**src/rtl/seq_detector_param.sv**
```systemverilog
// Serial pattern detector: loadable pattern, overlap control, registered match pulse.
// Define SEQDET_COUNT_EN to build the saturating match counter; otherwise match_count is 0.
module seq_detector_param #(
    parameter int PAT_WIDTH   = 4,
    parameter int COUNT_WIDTH = 8
) (
    input  logic                   clock,
    input  logic                   reset,
    input  logic                   w,
    input  logic                   w_valid,
    input  logic [PAT_WIDTH-1:0]   pattern,
    input  logic                   load,
    input  logic                   overlap,
    input  logic                   count_clr,
    output logic                   z,
    output logic [3:0]             fill,
    output logic [COUNT_WIDTH-1:0] match_count
);

    localparam logic [3:0] FULL = 4'(PAT_WIDTH);

    logic [PAT_WIDTH-1:0] r_hist;
    logic [PAT_WIDTH-1:0] r_pat;
    logic [3:0]           r_fill;
    logic                 r_z;

    logic [PAT_WIDTH-1:0] w_hist_nxt;
    logic [3:0]           w_fill_nxt;
    logic                 w_match;

    assign w_hist_nxt = {r_hist[PAT_WIDTH-2:0], w};
    assign w_fill_nxt = (r_fill == FULL) ? FULL : r_fill + 4'd1;
    // A load on the same edge discards the sample, so it can never match.
    assign w_match    = w_valid && !load &&
                        (w_fill_nxt == FULL) && (w_hist_nxt == r_pat);

    always_ff @(posedge clock or posedge reset) begin
        if (reset) begin
            r_hist <= '0;
            r_pat  <= '1;
            r_fill <= '0;
            r_z    <= 1'b0;
        end else begin
            r_z <= w_match;
            if (load) begin
                r_pat  <= pattern;
                r_hist <= '0;
                r_fill <= '0;
            end else if (w_valid) begin
                r_hist <= w_hist_nxt;
                r_fill <= (w_match && !overlap) ? 4'd0 : w_fill_nxt;
            end
        end
    end

    assign z    = r_z;
    assign fill = r_fill;

`ifdef SEQDET_COUNT_EN
    logic [COUNT_WIDTH-1:0] r_cnt;

    always_ff @(posedge clock or posedge reset) begin
        if (reset) begin
            r_cnt <= '0;
        end else if (count_clr) begin
            r_cnt <= '0;
        end else if (w_match && (r_cnt != '1)) begin
            r_cnt <= r_cnt + 1'b1;
        end
    end

    assign match_count = r_cnt;
`else
    logic w_unused_clr;

    assign w_unused_clr = count_clr;
    assign match_count  = '0;
`endif

endmodule

```
**config.mk**
```make
export PLATFORM = sky130hd
export DESIGN_NAME = seq_detector_param
export DESIGN_NICKNAME = d
export VERILOG_FILES = /design/src/rtl/seq_detector_param.sv
export SDC_FILE = /design/constraint.sdc
export NUM_CORES = 1
export LEC_CHECK = 0
export ABC_AREA = 0
export BUFFER_PORTS_ARGS = -buffer_cell sky130_fd_sc_hd__buf_2
export CAP_MARGIN = 10
export CORE_ASPECT_RATIO = 1.1
export CORE_MARGIN = 5
export CORE_UTILIZATION = 30
export DETAILED_ROUTE_END_ITERATION = 6
export SLEW_MARGIN = 20
export SYNTH_ARGS = -nofsm -noshare
export SYNTH_HDL_FRONTEND = slang
export SYNTH_SLANG_ARGS = --single-unit
```
**constraint.sdc**
```tcl
create_clock -name clock -period 3.3 [get_ports clock]
set_input_delay 0.495 -clock clock [delete_from_list [all_inputs] [get_ports clock]]
set_output_delay 0.495 -clock clock [all_outputs]
set_load 0.005 [all_outputs]
```
Yosys cells after proc, flatten, opt, wreduce, memory -nomap -nowiden
Cells that the tools add are included.
{"block": "totals", "elab_cells": 21, "output_inout_bits": 13, "inputBits": 11, "register_bits": 12}
{"block": "classes", "n_reduce_logical": 7, "muxes": 6, "n_addsub": 1, "n_eq_ne": 3}
{"cell": "two-way mux 4 bit", "count": 4}
{"cell": "== test 4 x 3 -> 1 bit, second input constant", "count": 2}
{"cell": "two-way mux 3 bit", "count": 2}
{"cell": "adder 4 x 1 -> 4 bit, second input constant", "count": 1}
{"cell": "== test 4 bit", "count": 1}
{"cell": "logical AND 1 bit", "count": 4}
{"cell": "zero test 1 bit", "count": 2}
{"cell": "nonzero test 2 bit", "count": 1}

Longest topological paths before layout
{"block": "depth", "ltp_word": 9, "ltp_mapped": 6}

Least setup slack after synthesis
Ideal clock, no wire load.
{"block": "synth_timing", "path_type": "register to register", "startpoint": "register r_fill[0] (netlist: fill[0])", "endpoint": "register r_z (netlist: z)", "arrival_ns": 1.297, "path_stages_with_launch": 7, "path_buffers": 0, "slack_ns": 1.936, "t_required_ns": 3.233, "synth_period_minus_slack_ns": 1.364, "path_cell_list": "dfrtp_1 -> inv_1 -> ha_1 -> nor2b_2 -> a21oi_2 -> nor4_4 -> and3_1"}
{"block": "synth_between", "elab_chain_len": 5}
{"item": "from (decl)", "line_no": "24", "source": "logic [3:0] r_fill;"}
{"item": "from (signal assigned)", "line_no": "51", "source": "r_fill <= (w_match && !overlap) ? 4'd0 : w_fill_nxt;"}
{"item": "adder 4 x 1 -> 4 bit / == test 4 x 3 -> 1 bit (equally long branches)", "line_no": "32", "source": "assign w_fill_nxt = (r_fill == FULL) ? FULL : r_fill + 4'd1;"}
{"item": "two-way mux 4 bit (*)", "line_no": "32"}
{"item": "== test 4 x 3 -> 1 bit (*)", "line_no": "35", "source": "(w_fill_nxt == FULL) && (w_hist_nxt == r_pat);"}
{"item": "logical AND 1 bit (*)", "line_no": "34", "source": "assign w_match = w_valid && !load &&"}
{"item": "logical AND 1 bit (*)", "line_no": "35"}
{"item": "via w_match", "line_no": "29", "source": "logic w_match;"}
{"item": "to (signal assigned)", "line_no": "44", "source": "r_z <= w_match;"}
{"item": "to (decl)", "line_no": "25", "source": "logic r_z;"}
The timed path passes the listed nets; every way through them passes the cells marked *.
A chain may end at the register's enable or synchronous reset.

Worst setup path after layout
Ends and elaborated chain as after synthesis.

==> summary.md <==
| Metric | Value |
|---|---|
| Outcome | `completed` |
| CTS Buffer Depth | `2` |
| Die Height | `60.6 um` |
| Top FF cell, synth | `dfrtp_1` |
| CP required | `between 3 and 4 ns` |
| Pwr dens | `roughly 400 mW/mm^2` |
| Average size of a mapped cell | `10.7 sq um` |
| Syn. warnings | `0` |
| First-pass GRT wire length | `1.99 mm` |
| # Post-CTS Setup Buffers | `0` |
| Slowest cell on the critical path | `dfrtp_1` |
| Async SR Flop Fraction | `1.00` |
| Final instance area | `787 sq um` |
| Synth top area share | `0.287` |
| Mux cell area share after synthesis | `0.136` |
| Area growth syn-to-layout | `12.9%` |
| Worst hold slack | `around 0.22 ns` |
| Synth Area in Adders | `0.0359` |
| H-tree depth | `1` |
| Simple-gate share of the synthesized area | `0.151` |
| Share of layout cells above drive strength 1 | `0.363` |
| Vias in the first global route | `462` |
| Final hold violations | `0` |
| TritonRoute pass-1 iters | `3` |
| Via density | `4.25` |
| Register area share after synthesis | `0.438` |
| Initial antenna violation count | `0` |
| DIE AREA | `approximately 0.0034 sq mm` |
| # rows | `18` |
| Die span in x | `~56 um` |
| Mapped Cells | `65` |
| Number of synthesized register bits | `12` |
| CTS tree | `done` |
| Dpl cell area | `about 760 sq um` |
| Final setup viols | `0` |
| Largest stage delay on the critical path | `approximately 0.44 ns` |
| Largest net degree at the start of global routing | `14` |
| Crit path time final | `approximately 1.5 ns` |
| Leading area contributor after synthesis | `dfrtp_1` |
| Tot Pwr | `roughly 0.31 mW` |
| Max_cap viols | `0` |
| Nets | `94` |
| Max VDD drop | `0.000239 V` |
| GP Congestion | `just over 0.7` |
| Max Clk Rate | `about 700 MHz` |
| Critical path arrival | `around 1.7 ns` |
| Grt ovf | `0` |
| XOR/XNOR Fraction of Synth Area | `0.0503` |
| Worst-path maximum fanout | `6` |
| I/O Buffers | `14` |
| P_leak | `about 0.37 nW` |
| Clk Latency, worst-skew pair | `about 0.27 ns` |
| DP HPWL | `about 930 um` |
| Yosys cell types | `25` |
| Synth Area in Compound Gates | `0.0664` |
| Final period util | `0.443` |
| R2R Setup Slk | `between 1.5 and 2 ns` |
| CTS buffer count | `3` |
| Largest family of logic cells by synthesized area | `simple AND/OR/NAND/NOR gates` |
| Final Skew | `between 0.005 and 0.006 ns` |
| DRC viols | `0` |
| Fin Setup TNS | `0 ns` |
| WL/cell | `between 10 and 15 um` |
| Num ports | `24` |
| Final core utilization | `0.353` |
| PostCTS Resize Cnt | `0` |
| Final Slew Violations | `0` |
| Setup crit end kind | `register` |
| Kind of critical path | `reg -> reg` |
| Count of flip-flops with a built-in enable after synthesis | `0` |
| Crit path cell chain | `inv_1 -> ha_1 -> nor2b_2 -> a21oi_2 -> nor4_4 -> and3_1` |
| Via count | `~470` |
| Clock transition at the registers of the reported paths | `approximately 0.070 ns` |
| ANT nets after route | `0` |
| Fillers | `229` |
| Initial Util | `0.313` |
| Total track usage | `0.0761` |
| Clock Sinks | `12` |
| Core box area | `between 0.002 and 0.0025 sq mm` |
| DR iter-0 viols | `4` |
| CTS Hold Bufs | `0` |
| Unrepaired setup endpoints after global routing | `no` |
| Area contributors post-synth | `dfrtp_1 29%, dfstp_2 15%, buf_4 8.6%` |
| Routed WL | `between 1 and 1.5 mm` |
| Mapped cell area | `697 sq um` |
| Setup crit start kind | `register` |
| Diodes inserted | `0` |
| CTS root buf | `clkbuf_4` |
| Hold crit path type | `in -> async` |
cell usage in the layout, fill, tap and decap left out, drive strengths merged:
master / netlist / final
xor2: 1 / 1
dfstp: 4 / 4
xnor2: 3 / 3
buf: 10 / 14
and3: 1 / 1
a21oi: 3 / 3
nor3b: 1 / 1
dfrtp: 8 / 8
nor2: 9 / 9
mux2: 4 / 4
nor4b: 1 / 1
a31oi: 1 / 1
a211o: 1 / 1
nor2b: 1 / 1
ha: 2 / 2
nor4: 1 / 1
mux2i: 5 / 5
inv: 3 / 3
nand2: 1 / 1
conb: 1 / 8
nand3: 2 / 2
clkbuf: 0 / 4
nor3: 1 / 1
a211oi: 1 / 1
flip-flops by register name, indices dropped and copies added, names as in the netlist:
| register | count |
|---|---|
| fill | 4 |
| r_pat | 4 |
| r_hist | 3 |
| z | 1 |
Yosys cell counts, drive strengths merged, types with 2 or more instances:
master / n
mux2: 4
xnor2: 3
nand3: 2
a21oi: 3
dfstp: 4
mux2i: 5
dfrtp: 8
ha: 2
buf: 10
inv: 3
nor2: 9
final cells by class:
cell class | count | area [sq um] | share of cell area
Multi-Input combinational cell | 47 | 337 | 0.428
Tap cell | 30 | 37.5 | 0.0477
Timing Repair Buffer | 14 | 70.1 | 0.0890
Clock buffer | 4 | 26.3 | 0.0334
Inverter | 3 | 11.3 | 0.0143
Sequential cell | 12 | 305 | 0.388
through the flow:
step	setup WS [ns]	std cells
2_1_floorplan	1.94	72
3_3_place_gp	1.84	106
3_5_place_dp	1.84	106
4_1_cts	1.83	110
5_1_grt	1.69	110
6_report	1.84	110
power breakdown:
group | switching [mW] | total, mW | internal (mW)
Combinational | 0.0282 | 0.0526 | 0.0245
Clock | 0.0465 | 0.0933 | 0.0468
Sequential | 0.00899 | 0.169 | 0.160
Total | 0.0837 | 0.315 | 0.231
metal layers:
metal,wire (um),track usage,up-vias
met5,0,0,-
met4,11,0.0508,0
met3,110,0.0191,2
met2,540,0.117,17
met1,522,0.0965,217
li1,-,-,232
cells by family after synthesis:
kind of cell | Yosys count
flops | 12
other cells | 1
compound gates | 6
xor+xnor | 4
mux | 9
buf+inv | 13
simple gates | 18
fa+ha+maj | 2
final timing paths:
path,from,end,depth (start not counted)
worst max-delay path,fill[0],z,6
worst min register to register,r_hist[2],r_hist[2],2
worst max register to register,fill[0],z,6
min in group clock,pattern[3],r_pat[3],2
worst min-delay path,reset,fill[2],2
max in group asynchronous,reset,r_pat[1],2
critical path: cells and delay by family (launching register included):
| kind | cells | cell delay (ns) |
|---|---|---|
| AND/OR/NAND/NOR | 3 | 0.63 |
| flip-flops | 1 | 0.44 |
| adder cells (fa/ha/maj) | 1 | 0.15 |
| AO/OA/AOI/OAI | 1 | 0.09 |
| buffers and inverters | 1 | 0.08 |
Power figures use the tool's default switching activity.
